**config.mk**
```make
export PLATFORM = sky130hd
export DESIGN_NAME = multi_key_input
export DESIGN_NICKNAME = d
export VERILOG_FILES = /design/src/rtl/key_io_pkg.sv /design/src/rtl/key_debounce_ch.sv /design/src/rtl/multi_key_input.sv
export SDC_FILE = /design/constraint.sdc
export NUM_CORES = 1
export LEC_CHECK = 0
export CORE_UTILIZATION = 55
export DETAILED_ROUTE_END_ITERATION = 10
export PLACE_DENSITY = 0.77
export RECOVER_POWER = 100
export SLEW_MARGIN = 15
export SYNTH_ARGS = -nofsm -noshare
export SYNTH_HDL_FRONTEND = slang
export SYNTH_SLANG_ARGS = --single-unit
```
**constraint.sdc**
```tcl
create_clock -name clk -period 5.9 [get_ports clk]
set_input_delay 1.18 -clock clk [delete_from_list [all_inputs] [get_ports clk]]
set_output_delay 1.18 -clock clk [all_outputs]
set_load 0.02 [all_outputs]
```
**src/rtl/key_io_pkg.sv**
```systemverilog
// Shared definitions for the multi-channel key input unit: register map,
// debounce state encoding and the MemOrIO base address of the window.
package key_io_pkg;

  localparam logic [1:0] OFS_LEVEL = 2'd0;
  localparam logic [1:0] OFS_PRESS = 2'd1;
  localparam logic [1:0] OFS_REL   = 2'd2;
  localparam logic [1:0] OFS_MASK  = 2'd3;

  localparam logic [31:0] KEY_IO_BASE = 32'hFFFF_FC70;

  typedef enum logic {
    ST_STABLE = 1'b0,
    ST_COUNT  = 1'b1
  } db_state_e;

  // Event-flag update: clears apply first so a same-cycle set is never lost.
  function automatic logic evt_next(input logic cur, input logic clr, input logic set);
    return (cur & ~clr) | set;
  endfunction

endpackage

```
**src/rtl/key_debounce_ch.sv**
```systemverilog
// One input channel: optional inversion, two-flop synchroniser, stability
// counter FSM and accepted-edge outputs.
module key_debounce_ch
  import key_io_pkg::*;
#(
  parameter int DB_CYCLES  = 1000000,
  parameter int CNT_W      = $clog2(DB_CYCLES + 1),
  parameter bit ACTIVE_LOW = 1'b0
) (
  input  logic i_clk,
  input  logic i_rst,
  input  logic i_key,
  output logic o_level,
  output logic o_press_pulse,
  output logic o_rise,
  output logic o_fall
);

  localparam logic [CNT_W-1:0] CNT_LAST = CNT_W'(DB_CYCLES - 1);

  logic             r_sync1;
  logic             r_sync2;
  logic             r_stable;
  logic             r_press;
  logic [CNT_W-1:0] r_cnt;
  db_state_e        r_state;

  logic w_key;
  logic w_accept;

  assign w_key = ACTIVE_LOW ? ~i_key : i_key;

  // Edge events are decoded from current state so the top can latch them on
  // the same edge that updates the stable level.
  assign w_accept = (r_state == ST_COUNT) && (r_sync2 != r_stable) && (r_cnt == CNT_LAST);
  assign o_rise   = w_accept & r_sync2;
  assign o_fall   = w_accept & ~r_sync2;

  assign o_level       = r_stable;
  assign o_press_pulse = r_press;

  always_ff @(posedge i_clk) begin
    if (i_rst) begin
      r_sync1  <= 1'b0;
      r_sync2  <= 1'b0;
      r_stable <= 1'b0;
      r_press  <= 1'b0;
      r_cnt    <= '0;
      r_state  <= ST_STABLE;
    end else begin
      r_sync1 <= w_key;
      r_sync2 <= r_sync1;
      r_press <= 1'b0;
      case (r_state)
        ST_STABLE: begin
          if (r_sync2 != r_stable) begin
            r_state <= ST_COUNT;
            r_cnt   <= CNT_W'(1);
          end else begin
            r_cnt <= '0;
          end
        end
        ST_COUNT: begin
          if (r_sync2 == r_stable) begin
            r_cnt   <= '0;
            r_state <= ST_STABLE;
          end else if (r_cnt == CNT_LAST) begin
            r_stable <= r_sync2;
            r_press  <= r_sync2;
            r_cnt    <= '0;
            r_state  <= ST_STABLE;
          end else begin
            r_cnt <= r_cnt + CNT_W'(1);
          end
        end
        default: begin
          r_cnt   <= '0;
          r_state <= ST_STABLE;
        end
      endcase
    end
  end

endmodule

```
**src/rtl/multi_key_input.sv**
```systemverilog
// N-channel debounced key input with sticky press/release flags, an IRQ mask
// and a four-word MemOrIO register window.
module multi_key_input
  import key_io_pkg::*;
#(
  parameter int N_CH        = 8,
  parameter int DB_CYCLES   = 1000000,
  parameter int CNT_W       = $clog2(DB_CYCLES + 1),
  parameter int ACTIVE_LOW  = 0,
  parameter int CLR_ON_READ = 0
) (
  input  logic            clk,
  input  logic            rst,
  input  logic [N_CH-1:0] key_in,
  input  logic            io_rd,
  input  logic            io_wr,
  input  logic [1:0]      io_addr,
  input  logic [31:0]     io_wdata,
  output logic [31:0]     io_rdata,
  output logic [N_CH-1:0] key_level,
  output logic [N_CH-1:0] press_pulse,
  output logic            irq
);

  logic [N_CH-1:0] w_level;
  logic [N_CH-1:0] w_pulse;
  logic [N_CH-1:0] w_rise;
  logic [N_CH-1:0] w_fall;
  logic [N_CH-1:0] w_clr_press;
  logic [N_CH-1:0] w_clr_rel;
  logic [31:0]     w_rdata;
  logic            w_wr_press;
  logic            w_wr_rel;
  logic            w_rd_clr_press;
  logic            w_rd_clr_rel;
  logic            w_unused;

  logic [N_CH-1:0] r_evt_press;
  logic [N_CH-1:0] r_evt_rel;
  logic [N_CH-1:0] r_mask;
  logic            r_irq;

  for (genvar g = 0; g < N_CH; g++) begin : g_ch
    key_debounce_ch #(
      .DB_CYCLES  (DB_CYCLES),
      .CNT_W      (CNT_W),
      .ACTIVE_LOW (ACTIVE_LOW != 0)
    ) u_ch (
      .i_clk         (clk),
      .i_rst         (rst),
      .i_key         (key_in[g]),
      .o_level       (w_level[g]),
      .o_press_pulse (w_pulse[g]),
      .o_rise        (w_rise[g]),
      .o_fall        (w_fall[g])
    );
  end

  assign w_wr_press     = io_wr && (io_addr == OFS_PRESS);
  assign w_wr_rel       = io_wr && (io_addr == OFS_REL);
  assign w_rd_clr_press = (CLR_ON_READ != 0) && io_rd && (io_addr == OFS_PRESS);
  assign w_rd_clr_rel   = (CLR_ON_READ != 0) && io_rd && (io_addr == OFS_REL);

  assign w_clr_press = ({N_CH{w_wr_press}} & io_wdata[N_CH-1:0]) | {N_CH{w_rd_clr_press}};
  assign w_clr_rel   = ({N_CH{w_wr_rel}}   & io_wdata[N_CH-1:0]) | {N_CH{w_rd_clr_rel}};

  assign w_unused = ^io_wdata;

  always_ff @(posedge clk) begin
    if (rst) begin
      r_evt_press <= '0;
      r_evt_rel   <= '0;
      r_mask      <= '0;
      r_irq       <= 1'b0;
    end else begin
      for (int i = 0; i < N_CH; i++) begin
        r_evt_press[i] <= evt_next(r_evt_press[i], w_clr_press[i], w_rise[i]);
        r_evt_rel[i]   <= evt_next(r_evt_rel[i], w_clr_rel[i], w_fall[i]);
      end
      if (io_wr && (io_addr == OFS_MASK)) begin
        r_mask <= io_wdata[N_CH-1:0];
      end
      r_irq <= |((r_evt_press | r_evt_rel) & r_mask);
    end
  end

  // Read data shows pre-clear flag values in the cycle of a clearing read.
  always_comb begin
    w_rdata = 32'd0;
    case (io_addr)
      OFS_LEVEL: w_rdata[N_CH-1:0] = w_level;
      OFS_PRESS: w_rdata[N_CH-1:0] = r_evt_press;
      OFS_REL:   w_rdata[N_CH-1:0] = r_evt_rel;
      OFS_MASK:  w_rdata[N_CH-1:0] = r_mask;
      default:   w_rdata = 32'd0;
    endcase
  end

  assign io_rdata    = w_rdata;
  assign key_level   = w_level;
  assign press_pulse = w_pulse;
  assign irq         = r_irq;

endmodule

```
# Word level (Yosys, flattened, before mapping)
# Cells that the tools add are included.
# totals
reg_bits	225
inputBits	46
# classes
n_addsub	8
n_eq_ne	27
mux	65
n_bitwise	100
n_reduce_logical	37
# ops
cell	n
2-to-1 mux 20 bit	16
one-hot mux 20 bit (2 select lines)	8
adder 20 x 1 -> 20 bit, second input constant	8
equality test 20 bit, second input constant	8
inverter 1 bit	48
AND 1 bit	32
2-to-1 mux 1 bit	32
one-hot mux 8 bit (4 select lines)	1
OR reduction 4 bit	8
AND 8 bit	3
AND reduction 3 bit	8
logical AND 1 bit	19
OR 1 bit	16
one-hot mux 1 bit (2 select lines)	8
equality test 1 bit	8
inequality test 1 bit	8
OR 8 bit	1
OR reduction 8 bit	1
equality test 2 bit, second input constant	2
equality test 2 x 1 -> 1 bit, second input constant	1
logical NOT 2 bit	1

# Logic depth before layout (Yosys ltp)
# Gate-level depths: netlist of run 1.
# logic_depth
ltp_word	6
ltp_mapped	9
ltp_nobuf	5

# Cells and area by module
# From an unflattened synthesis of run 1, not the netlist that was laid out.
# unflattened
hier_cells	1171
hier_area_um2	10438.8
# by_module_without_submodules
module	n_inst	cells_per_inst	area_per_inst_um2	seq_area_each_um2
key_debounce_ch (g_ch[0].u_ch ...)	7	129	1131.1	500.5
multi_key_input	1	144	1405.1	500.5
key_debounce_ch (g_ch[7].u_ch)	1	124	1116.1	500.5

# Worst setup path before layout of run 1
# Ideal clock, no wire load.
# synth_timing
path_type	in2out
start	input io_addr[1]
end	output io_rdata[0]
t_arrival_ps	2029
required_time_ps	4720
path_slack_ps	2691
stages	2
cell_sequence	buf_2 > mux4_2
# synth_via
elab_chain_len	2
elab_cells_between_ends	5
# synth_lines
element	line_no	source
start: declaration	multi_key_input.sv:17	input logic [1:0] io_addr,
equality test 2 bit, or another cell as far along	multi_key_input.sv:90	case (io_addr)
one-hot mux 8 bit (4 select lines) *	multi_key_input.sv:90	
end: declaration	multi_key_input.sv:19	output logic [31:0] io_rdata,
# Every way passes the cells marked *; elsewhere a longest branch is shown, timed or not.

# Worst setup path after layout of run 1
# layout_timing
start	input io_addr[1]
end	output io_rdata[6]
# Same word-level chain as after synthesis.

==> flow_metrics.tcl, run 1 <==
set metrics [dict create \
    grt_pass1_wl_um 34400 \
    yosysTopAreaCellShare_pct 43.9 \
    synthTopCellsByArea "dfxtp_1 (44%), nor2_1 (5.7%), xor2_1 (4.5%)" \
    reg2reg_slack_ps 3470 \
    hold_depth 1 \
    route.detailed.drc 8 \
    violations "design-rule violations, max-capacitance violations, max-slew violations" \
    power.density_nw_per_um2 269 \
    drv_cap 1 \
    design.core.area_um2 18100 \
    synth_area_leader_cell "dfxtp_1" \
    synthMostInstantiatedCell "dfxtp_1" \
    status "complete, but fails checks" \
    wl_per_cell_um 13.8 \
    ys_seq_area_share_pct 43.9 \
    initial_core_util_pct 56.7 \
    met3_usage_pct 4.64 \
    grt_use_total_pct 21.2 \
    min_period_ps 4660 \
    synth_edf_count 0 \
    synth-seq-cells 225 \
    clkSinkCount 225 \
    final_cells 1437 \
    dp.final_hpwl_um 13600 \
    start_kind "input port" \
    fp.dieH_um 139 \
    worstRegToRegCells 5 \
    io_buffer_count 45 \
    rows 49 \
    finClkSkew_ps 10.1 \
    crit_required_ps 4720 \
    holdPathEnd "g_ch[4].u_ch.r_sync2" \
    cts_resized 0 \
    synth_ff_type "dfxtp_1" \
    via_count 8011 \
    grt_max_degree 62 \
    antenna_found_initial 3 \
    setup_violations 0 \
    slew_headroom_pct -72.5 \
    finalCritPeriodShare_pct 78.9 \
    finalHoldViolations 0 \
    overflow 0 \
    vias_per_cell 5.57 \
    dr.first_iter.drc_count 487 \
    p_leak_uw 0.00364 \
    fmax_ghz 0.215 \
    synth_cell_type_count 60 \
    numCtsBuffers 24 \
    r2r-start "g_ch[0].u_ch.r_cnt[0]" \
    ios 95 \
    gp_congestion 0.836 \
    nNetsFinal 1245 \
    drv_slew 62 \
    holdBufCountCts 0 \
    grtUsageMet1_pct 26.9 \
    avgSynthCellArea_um2 8.73 \
    area.growth.synth_to_final_pct 11.0 \
    r2r-end "g_ch[0].u_ch.r_cnt[7]" \
    clk_latency_ps 510 \
    synth_area_um2 10200 \
    cts_max_level 1 \
    worst-path-max-fanout 11 \
    dp_cells 1394 \
    clk_pin_slew_worst_paths_ps 60 \
    wl_um 19800 \
    hp-class "flop to flop" \
    critical_path_class "input port to output pin" \
    ant_nets 0 \
    grt_pass1_vias 7456 \
    synthTopCellsByCount "dfxtp_1 (225), nor2_1 (155), nand2_1 (67)" \
    clock_path_buffers 3 \
    firstDrtPassIters 9 \
    irDropWorstVdd_v 0.000240 \
    synth_cells 1174 \
    post-cts-setup-buffers 0 \
    top_usage_layer "met2" \
    rsz0062_at_grt "false" \
    async_reset_ff_share_pct 0 \
    yosysWarnings 0 \
    finalSetupTns_ps 0 \
    drive_gt1_share_pct 5.56 \
    cp.arrival_ps 3480 \
    tightest_slew_ps 2590 \
    hold_start "g_ch[4].u_ch.r_sync1" \
    worst_setup_path_end_kind "output pin" \
    root_buffer "clkbuf_16" \
    cts_tree "built" \
    die_area_um2 19200 \
    globalRouteMet2Util_pct 35.4 \
    fp.dieW_um 139 \
]
-- worst max-delay path: stages --
cell and delay [ps]:
dlygate4sd3_1 990, mux4_2 630, dlygate4sd3_1 680
-- power breakdown --
group	internal (uW)	total, uW	switching, uW
sequential	1530	1540	7.11
clock	882	1460	574
combinational	24.2	67.0	42.8
-- cells in the final DEF (no fill, tap or decap), types with 3 or more instances in the layout --
master,n
nor2_1,155
a31o_2,8
a211o_1,6
xor2_1,53
dlygate4sd3_1,26
nand2_1,67
or4_1,21
nor4_1,19
or3_1,26
a21oi_1,64
nor2b_1,19
a21o_1,8
nand3_1,60
a211oi_1,7
nor3_1,25
nand2b_1,11
o21ai_0,40
nor4b_1,8
clkdlybuf4s50_1,18
clkbuf_16,25
inv_1,49
clkbuf_8,9
clkbuf_1,7
nand4_1,55
conb_1,24
o31ai_1,17
and4_1,24
and3_1,12
dfxtp_1,225
mux4_2,8
and2_1,9
ha_1,8
xnor2_1,52
or4_4,3
-- metal layers --
metal  share of wire [%]  vias to the layer above
li1                    -                     4125
met1                  45                     3723
met2                  47                      128
met3                 4.9                       33
met4                 2.9                        2
met5               0.066                        -
-- cells by family after synthesis --
kind of cell,Yosys count,synth area share (%)
and+or+nand+nor,538,28.3
other,1,0.0366
AOI/OAI and AO/OA,161,9.48
adders and majority gates,8,0.977
xor gates and xnor gates,105,8.97
muxes,9,1.86
buffers and inverters,127,6.40
DFF,225,43.9
-- final cells by class --
cell class | instances | area (um^2)
clock buffer | 40 | 772
antenna | 2 | 5.00
sequential | 225 | 4500
timing repair buffer | 46 | 449
tap | 229 | 287
inverter | 49 | 184
clock inverter | 1 | 5.00
fill | 1545 | 6710
multi-input combinational | 845 | 5170
-- sequential cells by signal, indices dropped and copies added, names as in the netlist --
register                 cells
r_evt_rel                    8
g_ch.u_ch.r_sync1            8
g_ch.u_ch.o_press_pulse      8
g_ch.u_ch.r_cnt            160
g_ch.u_ch.o_level            8
g_ch.u_ch.r_sync2            8
r_evt_press                  8
r_mask                       8
irq                          1
g_ch.u_ch.r_state            8
-- stage by stage --
step           setup WS, ps  instance area (um^2)  hold slack [ps]  utilization, %  power, uW
6_report               1240                 11400              435            62.9       3060
5_1_grt                1130                 11400              460            62.9       3160
4_1_cts                1400                 11400              438            62.9       3100
3_5_place_dp           1390                 10600              424            58.6       1640
3_3_place_gp           1390                 10600              416            58.6       1640
2_1_floorplan          2690                 10300              414               -       1620
-- worst max-delay path by stage --
| stage | to | start | cells past startpoint |
|---|---|---|---|
| after floorplan | io_rdata[0] | io_addr[1] | 2 |
| after global placement | io_rdata[4] | io_addr[1] | 3 |
| after detailed placement | io_rdata[6] | io_addr[1] | 3 |
| after CTS | io_rdata[6] | io_addr[1] | 3 |
| after global routing | io_rdata[6] | io_addr[1] | 3 |
| final | io_rdata[6] | io_addr[1] | 3 |
Power figures use the tool's default switching activity.
==> run 2, diff against run 1 <==
CORE_UTILIZATION = 52   (was 55)
PLACE_DENSITY = 0.76   (was 0.77)
clock period = 4.04 ns   (was 5.9 ns; I/O delays follow)
==> flow_metrics.tcl, run 2 (synthesis gave the netlist of run 1 again) <==
set metrics [dict create \
    status "complete, but fails checks" \
    violations "max-capacitance violations, max-slew violations" \
    worst_setup_path_end_kind "output pin" \
    irDropWorstVdd_v 0.000240 \
    finalCritPeriodShare_pct 89.7 \
    via_count 8068 \
    ios 95 \
    area.growth.synth_to_final_pct 11.5 \
    drv_cap 1 \
    setup_violations 0 \
    power.density_nw_per_um2 398 \
    reg2reg_slack_ps 1590 \
    initial_core_util_pct 53.9 \
    post-cts-setup-buffers 0 \
    final_common_cell "dfxtp_1" \
    rows 50 \
    grt_pass1_vias 7318 \
    fp.dieW_um 142 \
    hp-class "flop to flop" \
    holdBufCountCts 0 \
    cts_max_level 1 \
    clk_latency_ps 500 \
    route.detailed.drc 0 \
    antenna_found_initial 1 \
    firstDrtPassIters 5 \
    io_buffer_count 45 \
    regMostFlops "g_ch.u_ch.r_cnt" \
    gp_congestion 0.845 \
    final_cell_mix "dfxtp_1 (225), nor2_1 (155), nand2_1 (67), a21oi_1 (64), nand3_1 (60)" \
    fp.dieH_um 142 \
    critical_path_class "input port to output pin" \
    design.core.area_um2 19000 \
    largest_reg_flops 160 \
    p_leak_uw 0.00364 \
    grt_use_total_pct 20.4 \
    wl_um 20300 \
    fill_cells 1727 \
    clk_pin_slew_worst_paths_ps 60 \
    grt_pass1_wl_um 34200 \
    worst-path-max-fanout 11 \
    root_buffer "clkbuf_16" \
    clock_path_buffers 3 \
    dp.final_hpwl_um 13900 \
    hold_slack_ps 438 \
    slew_headroom_pct -74.1 \
    clkSinkCount 225 \
    numCtsBuffers 23 \
    setup_ws_ps 416 \
    dr.first_iter.drc_count 403 \
    min_period_ps 3620 \
    cp.arrival_ps 2820 \
    wl_per_cell_um 13.8 \
    finClkSkew_ps 9.08 \
    overflow 0 \
    nNetsFinal 1245 \
    drv_slew 61 \
    cts_tree "built" \
    rsz0062_at_grt "false" \
    dp_slack_ps 569 \
    finalHoldViolations 0 \
    vias_per_cell 5.50 \
    cts_resized 0 \
    fmax_ghz 0.276 \
    tightest_slew_ps 2610 \
    crit_required_ps 3230 \
    start_kind "input port" \
    drive_gt1_share_pct 5.80 \
    finalSetupTns_ps 0 \
    grt_max_degree 61 \
    die_area_um2 20300 \
    ant_nets 0 \
]
## run 2: changes by cell type in the layout (fill, tap and decap cells not counted), sizes merged, moves of 2 or more
cell,change
clkinv,+4
bufinv,+4
clkbuf,-12
clkinvlp,+2
## run 2: final cells by class
class	count	area, um^2	share of cell area, %
well taps	260	325	2.85
flip-flops and latches	225	4500	39.4
clock inverters	12	169	1.48
diodes	1	2.50	0.0219
inverters	49	184	1.61
multi-input cells	845	5170	45.2
clock buffers	28	614	5.38
repair buffers	47	457	4.00
## run 2: metal layers
layer,track usage (%),vias to the layer above,routed length [um]
met2,32.8,142,9130
met1,27.4,3750,9680
met4,6.73,0,503
met3,4.00,33,983
met5,0,-,0
li1,-,4143,-
## run 2: worst max-delay path: stages
cell	delay (ps)
dlygate4sd3_1	910
mux4_2	430
dlygate4sd3_1	670
## run 2: through the flow
step	power (uW)	cells	instance area, um^2	util, %
5_1_grt	4700	1467	11400	60.1
3_5_place_dp	2390	1426	10700	56.0
2_1_floorplan	2370	1197	10300	-
4_1_cts	4600	1466	11400	60.1
3_3_place_gp	2390	1426	10700	56.0
6_report	4540	1467	11400	60.1
## run 2: report_power, final
group	leakage, uW	total [uW]	internal, uW	switching, uW
registers	0.00182	2240	2230	10.6
logic	0.00144	99.4	35.7	63.7
clock network	0.000382	2200	1340	863
## run 2: worst paths after layout
check	from	endpoint	cells past startpoint
setup / recovery	io_addr[0]	io_rdata[4]	3
setup reg to reg	g_ch[0].u_ch.r_cnt[0]	g_ch[0].u_ch.r_cnt[14]	5
hold reg to reg	g_ch[2].u_ch.r_sync1	g_ch[2].u_ch.r_sync2	1
hold / removal	g_ch[2].u_ch.r_sync1	g_ch[2].u_ch.r_sync2	1
